## config.mk

```make
export PLATFORM = sky130hd
export DESIGN_NAME = button_debounce_array_flat
export DESIGN_NICKNAME = d
export VERILOG_FILES = /design/src/rtl/button_debounce_array_pkg.sv /design/src/rtl/button_debounce_array_if.sv /design/src/rtl/button_debounce_channel.sv /design/src/rtl/button_debounce_array.sv /design/src/flat_wrapper.sv
export SDC_FILE = /design/constraint.sdc
export NUM_CORES = 1
export LEC_CHECK = 0
export CORE_UTILIZATION = 38
export DETAILED_ROUTE_END_ITERATION = 7
export PLACE_DENSITY = 0.52
export SYNTH_ARGS = -nofsm -noshare
export SYNTH_HDL_FRONTEND = slang
export SYNTH_SLANG_ARGS = --single-unit
```

## constraint.sdc

```tcl
create_clock -name clk -period 2.6 [get_ports clk]
set_clock_uncertainty 0.05 [all_clocks]
set_input_delay 0.39 -clock clk [delete_from_list [all_inputs] [get_ports clk]]
set_output_delay 0.39 -clock clk [all_outputs]
set_load 0.02 [all_outputs]
```

## src/rtl/button_debounce_array_pkg.sv

```systemverilog
// ----------------------------------------------------------------------------
// button_debounce_array_pkg
// Shared definitions for the input-conditioning blocks:
//   - deb_state_e : debounce FSM state encoding (IDLE / COUNT). It is one-hot
//                   over two bits so that corrupted encodings are detectable.
//   - max3        : maximum of three integers.
//   - cnt_width   : bit width needed to hold the largest of three cycle counts.
// Optional feature macro used by the blocks that import this package:
//   AUTO_REPEAT_EN
// ----------------------------------------------------------------------------
package button_debounce_array_pkg;

  typedef enum logic [1:0] {
    ST_IDLE  = 2'b01,
    ST_COUNT = 2'b10
  } deb_state_e;

  function automatic int max3(input int a, input int b, input int c);
    int m;
    m = (a > b) ? a : b;
    m = (m > c) ? m : c;
    return m;
  endfunction

  // Counter width sized so the largest terminal count fits without wrapping.
  function automatic int cnt_width(input int a, input int b, input int c);
    int w;
    w = $clog2(max3(a, b, c) + 1);
    return (w < 1) ? 1 : w;
  endfunction

endpackage

```

## src/rtl/button_debounce_array_if.sv

```systemverilog
// ----------------------------------------------------------------------------
// button_debounce_array_if
// Groups the raw button inputs and the conditioned outputs of the debouncer.
//   btn            : raw asynchronous button pins        (master -> slave)
//   debounce       : debounced level, 1 = pressed        (slave -> master)
//   pressed_pulse  : 1-cycle pulse on accepted press     (slave -> master)
//   released_pulse : 1-cycle pulse on accepted release   (slave -> master)
// Modports: master (pin side / consumer), slave (the debouncer).
// ----------------------------------------------------------------------------
interface button_debounce_array_if #(
  parameter int NUM_CH = 4
);
  logic [NUM_CH-1:0] btn;
  logic [NUM_CH-1:0] debounce;
  logic [NUM_CH-1:0] pressed_pulse;
  logic [NUM_CH-1:0] released_pulse;

  modport master (output btn, input debounce, input pressed_pulse, input released_pulse);
  modport slave  (input btn, output debounce, output pressed_pulse, output released_pulse);
endinterface

```

## src/rtl/button_debounce_channel.sv

```systemverilog
// ----------------------------------------------------------------------------
// button_debounce_channel
// One debounce channel: polarity fix, 2-FF synchroniser, IDLE/COUNT filter with
// a symmetric stable-time counter, registered press/release pulses.
// Optional macro AUTO_REPEAT_EN adds a hold counter that re-fires the press
// pulse after HOLD_CYCLES and then every REPEAT_CYCLES while held.
// Ports:
//   clk            in  system clock
//   reset          in  synchronous active-high reset
//   btn            in  raw asynchronous button input
//   debounce       out debounced level (1 = pressed)
//   pressed_pulse  out 1-cycle pulse on accepted press (and auto-repeat)
//   released_pulse out 1-cycle pulse on accepted release
// ----------------------------------------------------------------------------
module button_debounce_channel
  import button_debounce_array_pkg::*;
#(
  parameter int DEBOUNCE_CYCLES = 500_000,
  parameter int ACTIVE_LOW      = 0,
  parameter int HOLD_CYCLES     = 25_000_000,
  parameter int REPEAT_CYCLES   = 5_000_000
) (
  input  logic clk,
  input  logic reset,
  input  logic btn,
  output logic debounce,
  output logic pressed_pulse,
  output logic released_pulse
);

  localparam int              CNT_W    = cnt_width(DEBOUNCE_CYCLES, HOLD_CYCLES, REPEAT_CYCLES);
  localparam logic [CNT_W-1:0] DEB_LAST = CNT_W'(DEBOUNCE_CYCLES - 1);
  localparam logic [CNT_W-1:0] CNT_ZERO = {CNT_W{1'b0}};
  localparam logic [CNT_W-1:0] CNT_ONE  = CNT_W'(1);
  localparam logic             POLARITY = (ACTIVE_LOW != 0) ? 1'b1 : 1'b0;

  logic             sync1_r;
  logic             sync2_r;
  deb_state_e       state_r;
  deb_state_e       state_n_s;
  logic [CNT_W-1:0] cnt_r;
  logic [CNT_W-1:0] cnt_n_s;
  logic             deb_r;
  logic             deb_n_s;
  logic             press_r;
  logic             rel_r;
  logic             accept_s;
  logic             repeat_s;

  // Polarity-normalise and synchronise the raw pin into the clk domain.
  always_ff @(posedge clk) begin
    if (reset) begin
      sync1_r <= 1'b0;
      sync2_r <= 1'b0;
    end else begin
      sync1_r <= btn ^ POLARITY;
      sync2_r <= sync1_r;
    end
  end

  // FSM, counter, debounced level and pulse registers.
  always_ff @(posedge clk) begin
    if (reset) begin
      state_r <= ST_IDLE;
      cnt_r   <= CNT_ZERO;
      deb_r   <= 1'b0;
      press_r <= 1'b0;
      rel_r   <= 1'b0;
    end else begin
      state_r <= state_n_s;
      cnt_r   <= cnt_n_s;
      deb_r   <= deb_n_s;
      // Pulses are registered alongside deb_r so they coincide with its edge.
      press_r <= (accept_s & sync2_r) | repeat_s;
      rel_r   <= accept_s & ~sync2_r;
    end
  end

  // Next-state logic of the stable-time filter.
  always_comb begin
    state_n_s = state_r;
    cnt_n_s   = cnt_r;
    deb_n_s   = deb_r;
    accept_s  = 1'b0;
    case (state_r)
      ST_IDLE: begin
        if (sync2_r != deb_r) begin
          state_n_s = ST_COUNT;
          cnt_n_s   = CNT_ZERO;
        end else begin
          state_n_s = ST_IDLE;
        end
      end
      ST_COUNT: begin
        if (sync2_r == deb_r) begin
          // Bounce back to the accepted level: discard all progress.
          state_n_s = ST_IDLE;
          cnt_n_s   = CNT_ZERO;
        end else if (cnt_r == DEB_LAST) begin
          state_n_s = ST_IDLE;
          cnt_n_s   = CNT_ZERO;
          deb_n_s   = sync2_r;
          accept_s  = 1'b1;
        end else begin
          cnt_n_s   = cnt_r + CNT_ONE;
        end
      end
      default: begin
        // Corrupted encoding: recover to IDLE, keep the accepted level.
        state_n_s = ST_IDLE;
        cnt_n_s   = CNT_ZERO;
      end
    endcase
  end

`ifdef AUTO_REPEAT_EN
  localparam logic [CNT_W-1:0] HOLD_LAST = CNT_W'(HOLD_CYCLES - 1);
  localparam logic [CNT_W-1:0] REP_LAST  = CNT_W'(REPEAT_CYCLES - 1);

  logic [CNT_W-1:0] hold_r;
  logic [CNT_W-1:0] hold_n_s;
  logic             rep_phase_r;
  logic             rep_phase_n_s;

  // Hold counter: first target HOLD_CYCLES, then REPEAT_CYCLES, while held.
  always_comb begin
    hold_n_s      = hold_r;
    rep_phase_n_s = rep_phase_r;
    repeat_s      = 1'b0;
    if (accept_s) begin
      // A newly accepted press or release restarts the hold timing; an
      // accepted release also suppresses any coinciding repeat pulse.
      hold_n_s      = CNT_ZERO;
      rep_phase_n_s = 1'b0;
    end else if (deb_r) begin
      if (hold_r == (rep_phase_r ? REP_LAST : HOLD_LAST)) begin
        repeat_s      = 1'b1;
        hold_n_s      = CNT_ZERO;
        rep_phase_n_s = 1'b1;
      end else begin
        hold_n_s      = hold_r + CNT_ONE;
      end
    end else begin
      hold_n_s      = CNT_ZERO;
      rep_phase_n_s = 1'b0;
    end
  end

  // Hold counter registers.
  always_ff @(posedge clk) begin
    if (reset) begin
      hold_r      <= CNT_ZERO;
      rep_phase_r <= 1'b0;
    end else begin
      hold_r      <= hold_n_s;
      rep_phase_r <= rep_phase_n_s;
    end
  end
`else
  assign repeat_s = 1'b0;
`endif

  assign debounce       = deb_r;
  assign pressed_pulse  = press_r;
  assign released_pulse = rel_r;

endmodule

```

## src/rtl/button_debounce_array.sv

```systemverilog
// ----------------------------------------------------------------------------
// button_debounce_array
// NUM_CH independent button debouncers. Each channel is synchronised, filtered
// by a symmetric stable-time counter and edge-detected into 1-cycle pulses.
// Optional macro AUTO_REPEAT_EN enables auto-repeat press pulses while held.
// Ports:
//   clk   in  system clock
//   reset in  synchronous active-high reset
//   bus   slave modport of button_debounce_array_if:
//         btn (in), debounce / pressed_pulse / released_pulse (out)
// ----------------------------------------------------------------------------
module button_debounce_array
  import button_debounce_array_pkg::*;
#(
  parameter int NUM_CH          = 4,
  parameter int DEBOUNCE_CYCLES = 500_000,
  parameter int ACTIVE_LOW      = 0,
  parameter int HOLD_CYCLES     = 25_000_000,
  parameter int REPEAT_CYCLES   = 5_000_000
) (
  input logic                    clk,
  input logic                    reset,
  button_debounce_array_if.slave bus
);

  logic [NUM_CH-1:0] deb_s;
  logic [NUM_CH-1:0] press_s;
  logic [NUM_CH-1:0] rel_s;

  for (genvar i = 0; i < NUM_CH; i++) begin : g_ch
    button_debounce_channel #(
      .DEBOUNCE_CYCLES (DEBOUNCE_CYCLES),
      .ACTIVE_LOW      (ACTIVE_LOW),
      .HOLD_CYCLES     (HOLD_CYCLES),
      .REPEAT_CYCLES   (REPEAT_CYCLES)
    ) u_ch (
      .clk            (clk),
      .reset          (reset),
      .btn            (bus.btn[i]),
      .debounce       (deb_s[i]),
      .pressed_pulse  (press_s[i]),
      .released_pulse (rel_s[i])
    );
  end

  assign bus.debounce       = deb_s;
  assign bus.pressed_pulse  = press_s;
  assign bus.released_pulse = rel_s;

endmodule
```

## src/flat_wrapper.sv

```systemverilog
// flat-port wrapper written by rule: the top's interface ports become plain ports
module button_debounce_array_flat import button_debounce_array_pkg::*;
#(
  parameter int NUM_CH          = 4,
  parameter int DEBOUNCE_CYCLES = 500_000,
  parameter int ACTIVE_LOW      = 0,
  parameter int HOLD_CYCLES     = 25_000_000,
  parameter int REPEAT_CYCLES   = 5_000_000
)
  (clk, reset, bus_btn, bus_debounce, bus_pressed_pulse, bus_released_pulse);
  button_debounce_array_if #(.NUM_CH(NUM_CH)) bus_i ();
  input logic clk;
  input logic reset;
  input wire logic [$bits(bus_i.btn)-1:0] bus_btn;
  output wire logic [$bits(bus_i.debounce)-1:0] bus_debounce;
  output wire logic [$bits(bus_i.pressed_pulse)-1:0] bus_pressed_pulse;
  output wire logic [$bits(bus_i.released_pulse)-1:0] bus_released_pulse;
  assign bus_i.btn = bus_btn;
  assign bus_debounce = bus_i.debounce;
  assign bus_pressed_pulse = bus_i.pressed_pulse;
  assign bus_released_pulse = bus_i.released_pulse;
  button_debounce_array #(.NUM_CH(NUM_CH), .DEBOUNCE_CYCLES(DEBOUNCE_CYCLES), .ACTIVE_LOW(ACTIVE_LOW), .HOLD_CYCLES(HOLD_CYCLES), .REPEAT_CYCLES(REPEAT_CYCLES)) u_core (.clk(clk), .reset(reset), .bus(bus_i));
endmodule
```

==> metrics, run 1 <==
worst endpoint required time roughly 2.8 ns; Period minus WS final 2.11 ns; Multi-input gate area between 3000 and 4000 um2; met3 WL 440 um; number of global-route vias before repair 4314; CTS Sinks around 130; synthesized instance count 673; top routing layer used met4; outcome finished clean; WL met2 roughly 5300 um; detailed-router iteration count before antenna repair 5; CP Capture Type flop; post-synthesis register bit count around 130; ys flop type dfxtp_1; vias between 4000 and 5000; endpoints failing hold 0; ratio of cells with drive above 1 in the final layout ~5.6%; Seq/Total Area, Yosys 43.9%; Peak VDD IR 454 uV; Fillers between 1000 and 1500; Yosys Warn Count 0; WP data arrival 2.34 ns; RSZ-0062 raised after global routing no; proportion of netlist area held by the largest area contributor roughly 44%; Core ar. ~15000 um2; Longest Clk Path Bufs 2; initial core utilization 39.6%; LEAKAGE approximately 2.2 nW; per-cell routed wire length approximately 13 um; power per cell area 658 nW/um2; wl on met1 5820 um; CP Max Fanout 25; Post-layout nets 698; Worst-Skew Late Latency between 0.4 and 0.5 ns; total gr overflow 0; Critical Path Source Type flop; final hold slack approximately 0.4 ns; cell internal pwr between 3 and 4 mW; Post-CTS Hold Buffers 0; port bufs 17; Sw Pwr about 900 uW; cts bufs inserted 17; Chip Height 126 um; Rel. slew slack between 30% and 40%; antenna viol nets, final 0; H-tree levels 4; power share of the combinational group 2.8%; GPL Wtd Cong ~0.77; Setup Total Neg Slack 0 ns; Final Max Tran Viols 0; first-pass GRT wire length between 15000 and 20000 um; TritonCTS clock tree done; Post-synth ARST share 0%; num rows 44; clock network fraction of design power 51.9%; final worst path period share approximately four fifths; synth top area cells dfxtp_1, xnor2_1, nor2_1, xor2_1, nand3_1; setup bufs post-CTS 0; largest net degree at the start of global routing 27; cell area after synthesis between 5000 and 6000 um2; root buf cell clkbuf_16; Mapped Avg Cell Area roughly 8.7 um2; Residual DRC 0; switching portion of total power 20.5%; hold crit path type flop to flop; max cap viols 0; number of synthesized flops with an enable pin 0; ant diodes 0; Register Area 2560 um2; clk slew on worst S/H paths roughly 0.05 ns; syn nets just under 700; Fmax 474 MHz; Via density 5.11; crit path kind flop to flop; post-synth cell types a little over 50; cell taking the most area after synthesis dfxtp_1; measured slew at the worst slew-check pin 0.929 ns; initial DRC count 218; total track usage 15.6%; post-cts sizing count 0; Post-Route WL between 10000 and 15000 um; endpoints failing setup 0; die area roughly 16000 um2; Flop pwr share a little under half; I/O pins 18; area grow syn2layout 14.6%; antenna violations before repair 0; post-DP HPWL 8230 um; Die X about 130 um
state kept, by name (all words and copies together), names as in the netlist:
name / flops
u_core.g_ch.u_ch.state_r: 8
u_core.g_ch.u_ch.pressed_pulse: 4
u_core.g_ch.u_ch.sync2_r: 4
u_core.g_ch.u_ch.debounce: 4
u_core.g_ch.u_ch.released_pulse: 4
u_core.g_ch.u_ch.sync1_r: 4
u_core.g_ch.u_ch.cnt_r: 100
power by group through the flow:
stage	registers, mW	clock network [mW]	logic [mW]
finish	1.99	2.29	0.123
global route	1.99	2.44	0.139
CTS	1.99	2.35	0.125
detailed placement	2.03	0	0.124
global placement	2.03	0	0.123
floorplan	2.03	0	0.0916
cell usage in the layout (no fill, tap or decap), drive strengths merged, types with 9 or more instances in the layout:
| cell | Yosys | final |
|---|---|---|
| xor2 | 40 | 40 |
| clkdlybuf4s50 | 0 | 17 |
| dfxtp | 128 | 128 |
| and4 | 13 | 13 |
| inv | 13 | 13 |
| nor3 | 26 | 26 |
| nand2b | 9 | 9 |
| nand2 | 42 | 42 |
| nor4 | 19 | 19 |
| nand3 | 42 | 42 |
| clkbuf | 4 | 26 |
| o21ai | 9 | 9 |
| nor2 | 120 | 120 |
| xnor2 | 53 | 53 |
| a21oi | 18 | 18 |
| nor2b | 12 | 12 |
| and3 | 10 | 10 |
| nand4 | 31 | 31 |
cells in the mapped netlist (2+ instances only):
| master | count |
|---|---|
| nor2b_1 | 12 |
| o211ai_1 | 3 |
| a31oi_1 | 3 |
| nand2_1 | 42 |
| clkbuf_1 | 4 |
| a211oi_1 | 2 |
| o21a_1 | 3 |
| nand4_1 | 31 |
| and2_1 | 7 |
| o21ai_1 | 3 |
| and3b_1 | 2 |
| buf_2 | 8 |
| nor2_1 | 119 |
| mux2i_1 | 6 |
| and3_1 | 10 |
| dfxtp_1 | 128 |
| nand2b_1 | 9 |
| or3_1 | 7 |
| inv_1 | 13 |
| o211a_1 | 2 |
| a21oi_1 | 17 |
| nor4_2 | 2 |
| o21ai_0 | 6 |
| nor3_1 | 26 |
| xnor2_1 | 52 |
| buf_4 | 13 |
| nor4b_1 | 4 |
| nor4_1 | 17 |
| nor3b_1 | 2 |
| ha_1 | 4 |
| or4_1 | 2 |
| nor4bb_1 | 2 |
| o2111ai_1 | 2 |
| nand3_1 | 42 |
| xor2_1 | 40 |
| and4_1 | 13 |
final timing paths:
check | slack (ns) | cells past startpoint | endpoint | startpoint
setup / recovery | 0.49 | 4 | u_core.g_ch[1].u_ch.cnt_r[13] | u_core.g_ch[1].u_ch.cnt_r[5]
hold reg to reg | 0.40 | 1 | u_core.g_ch[0].u_ch.sync2_r | u_core.g_ch[0].u_ch.sync1_r
hold / removal | 0.40 | 1 | u_core.g_ch[0].u_ch.sync2_r | u_core.g_ch[0].u_ch.sync1_r
setup reg to reg | 0.49 | 4 | u_core.g_ch[1].u_ch.cnt_r[13] | u_core.g_ch[1].u_ch.cnt_r[5]
through the flow:
stage	cells	utilization (%)	power [mW]	instance area (um2)	worst slack (ns)
CTS	885	45.3	4.47	6690	0.459
finish	885	45.3	4.40	6690	0.490
global placement	853	41.5	2.16	6120	0.382
detailed placement	853	41.5	2.16	6120	0.350
global route	885	45.3	4.58	6690	0.339
floorplan	673	-	2.12	5840	0.800
cell type report:
type                    instances  area share [%]
clock buffers                  26            7.32
clock inverters                 6            1.20
inverters                      13           0.730
multi-input cells             506            45.9
flip-flops and latches        128            38.3
well taps                     184            3.44
repair buffers                 22            3.11
layer usage:
layer | up-vias | global-route usage [%]
li1 | 2357 | -
met1 | 2098 | 19.8
met2 | 55 | 25.2
met3 | 8 | 4.42
met4 | 0 | 5.88
met5 | - | 0
critical path: stages (launching register included):
cell     delay, ns
dfxtp_1       0.35
or4_1         0.55
nor4_2        0.39
o22a_2        0.52
nor2_1        0.10
cell families (layout without fill, tap and decap cells):
family	Yosys count	count (layout)	share of synthesized area (%)
AND/OR/NAND/NOR	355	355	31.0
multiplexers	6	6	1.03
AO/OA/AOI/OAI	48	48	5.57
XOR/XNOR	93	93	14.1
adder cells (fa/ha/maj)	4	4	0.857
flip-flops	128	128	43.9
buffers and inverters	39	67	3.52
Power figures use the tool's default switching activity.
==> inputs of run 2 (changes only) <==
--- a/config.mk
+++ b/config.mk
@@ -7,7 +7,7 @@
 export LEC_CHECK = 0
 export CORE_UTILIZATION = 38
 export DETAILED_ROUTE_END_ITERATION = 7
-export PLACE_DENSITY = 0.52
+export PLACE_DENSITY = 0.54
 export SYNTH_ARGS = -nofsm -noshare
 export SYNTH_HDL_FRONTEND = slang
 export SYNTH_SLANG_ARGS = --single-unit
==> constraint.sdc (replaced) <==
create_clock -name clk -period 1.9 [get_ports clk]
set_clock_uncertainty 0.05 [all_clocks]
set_input_delay 0.285 -clock clk [delete_from_list [all_inputs] [get_ports clk]]
set_output_delay 0.285 -clock clk [all_outputs]
set_load 0.02 [all_outputs]
==> run 2 against run 1 <==
- the flow now finishes with violations (negative setup slack)
- critical path depth grew 2
- worst hold slack worse by 0.017 ns
- wire length is 9.5% higher
- largest power group unchanged
==> metrics, run 2 (synthesis results as in run 1) <==
Final Max Tran Viols 0 (unchanged); Multi-input gate area 3230 um2 (+5.3%); commonest non-fill, non-tap cell in the layout dfxtp_1; total track usage 16.8% (+1.2 points); crit-path max cell delay 0.56 ns (about the same); clock network fraction of design power 54.5% (+2.6 points); pre-CTS setup slack -0.179 ns (-0.529 ns); I/O pins 18 (unchanged); cts bufs inserted 17 (unchanged); largest net degree at the start of global routing 26 (-3.7%); Slowest cell on crit path or4_4; cell internal pwr 5.19 mW (+48%); port bufs 17 (unchanged); final hold slack 0.383 ns (-0.0166 ns); Fmax 521 MHz (+9.9%); power per cell area 863 nW/um2 (+31%); detailed-router iteration count before antenna repair 6 (+1); fin area 7520 um2 (+13%); num rows 44 (unchanged); Top delay family on crit path simple AND/OR/NAND/NOR gates; CP Max Fanout 6 (-76%); total gr overflow 0 (unchanged); hold crit path type flop to flop; vias 4943 (+9.4%); Chip Height 126 um (unchanged); Core ar. 14800 um2 (unchanged); switching portion of total power 20.2% (-0.29 points); ratio of cells with drive above 1 in the final layout 18.8% (+13 points); Post-Route WL 12800 um (+9.5%); Sw Pwr 1.31 mW (+45%); most frequent cells in the layout dfxtp_1, nor2_1, buf_4; Rel. slew slack 56.0% (+18 points); power share of the combinational group 3.6% (+0.8 points); Worst-Skew Late Latency 0.41 ns (about the same); WP data arrival 2.17 ns (-0.17 ns); Fillers 1383 (-3.4%); Period minus WS final 1.92 ns (-0.190 ns); dpl cell area 6670 um2 (+9.0%); CTS Sinks 128 (unchanged); Longest Clk Path Bufs 2 (unchanged); H-tree levels 4 (unchanged); Residual DRC 0 (unchanged); number of instances in the placed design 923 (+8.2%); post-DP HPWL 8730 um (+6.1%); Register Area 2570 um2 (+0.34%); clk slew on worst S/H paths 0.06 ns (about the same); max cap viols 0 (unchanged); number of flip-flops in the largest register 100 (unchanged); Die X 126 um (unchanged); crit path kind flop to flop; cells along the critical path inv_2 -> or4_4 -> nor4_4 -> buf_4 -> o22a_2 -> nor2_1; LEAKAGE 2.69 nW (+22%); Via density 5.14 (+0.65%); failing checks negative setup slack; worst endpoint required time 2.15 ns (-0.68 ns); depth of the most critical reg-to-reg path 6 (+2); RSZ-0062 raised after global routing yes; measured slew at the worst slew-check pin 0.657 ns (-0.272 ns); crit path buf inv count 2 (+2); die area 15900 um2 (unchanged); initial core utilization 39.6% (unchanged); Setup Total Neg Slack -0.152 ns (-0.152 ns); outcome finished with violations; Layout Cells excl Fill 962 (+8.7%); area grow syn2layout 28.9%; antenna viol nets, final 0 (unchanged); first-pass GRT wire length 21400 um (+7.9%); Critical Path Stages 6 (+2); antenna violations before repair 0 (unchanged); final worst path period share 101% (+20 points); initial DRC count 255 (+17%); slack of the critical path -0.0200 ns (-0.510 ns); endpoints failing hold 0 (unchanged); Hold Path Depth 1 (unchanged); root buf cell clkbuf_16; Reg with most FFs u_core.g_ch.u_ch.cnt_r; Peak VDD IR 631 uV (+39%); endpoints failing setup 11 (+11); final core occ 51.0% (+5.7 points); Post-layout nets 775 (+11%); per-cell routed wire length 13.3 um (+0.75%); Critical Path Source Type flop; Power Total 6.50 mW (+48%); ant diodes 0 (unchanged); TritonCTS clock tree done; top flop regs u_core.g_ch.u_ch.cnt_r: 100 flops, u_core.g_ch.u_ch.state_r: 8 flops; CP Capture Type flop; Flop pwr share 41.9% (-3.4 points); number of global-route vias before repair 4663 (+8.1%); GPL Wtd Cong 0.853 (+10%)
[run 2: final timing paths]
kind / from / to / slack, ns
hold / removal: u_core.g_ch[1].u_ch.sync1_r / u_core.g_ch[1].u_ch.sync2_r / 0.38
hold reg to reg: u_core.g_ch[1].u_ch.sync1_r / u_core.g_ch[1].u_ch.sync2_r / 0.38
setup / recovery: u_core.g_ch[1].u_ch.cnt_r[13] / u_core.g_ch[1].u_ch.cnt_r[13] / -0.02
setup reg to reg: u_core.g_ch[1].u_ch.cnt_r[13] / u_core.g_ch[1].u_ch.cnt_r[13] / -0.02
[run 2: what timing repair did]
action | in CTS | in global routing
setup endpoints to repair | 27 | 61
gates resized for setup | 3 | 32
hold buffers | 0 | 0
pin swaps | 2 | 17
endpoints found under the hold margin | 0 | 0
cloned | 0 | 3
buffers inserted | 2 | 4
[run 2: per-layer routing]
metal	part of all wire, %	vias up	GRT usage, %
li1	-	2529	-
met1	49	2297	20.7
met2	46	93	27.7
met3	3.7	24	5.14
met4	1.5	0	5.88
met5	0	-	0
[run 2: power by group through the flow]
stage	Sequential (mW)	Clock (mW)	Combinational, mW
after floorplan	2.78	0	0.125
final	2.72	3.54	0.235
after global placement	2.78	0	0.209
after CTS	2.72	3.63	0.216
after global routing	2.72	3.76	0.259
after detailed placement	2.78	0	0.213
[run 2: layout make-up]
cell class              count  share of cell area [%]
repair buffers             96                    10.6
flip-flops and latches    128                    34.2
clock buffers              20                    6.07
inverters                  13                   0.648
multi-input cells         509                    42.9
clock inverters            12                    2.49
well taps                 184                    3.06
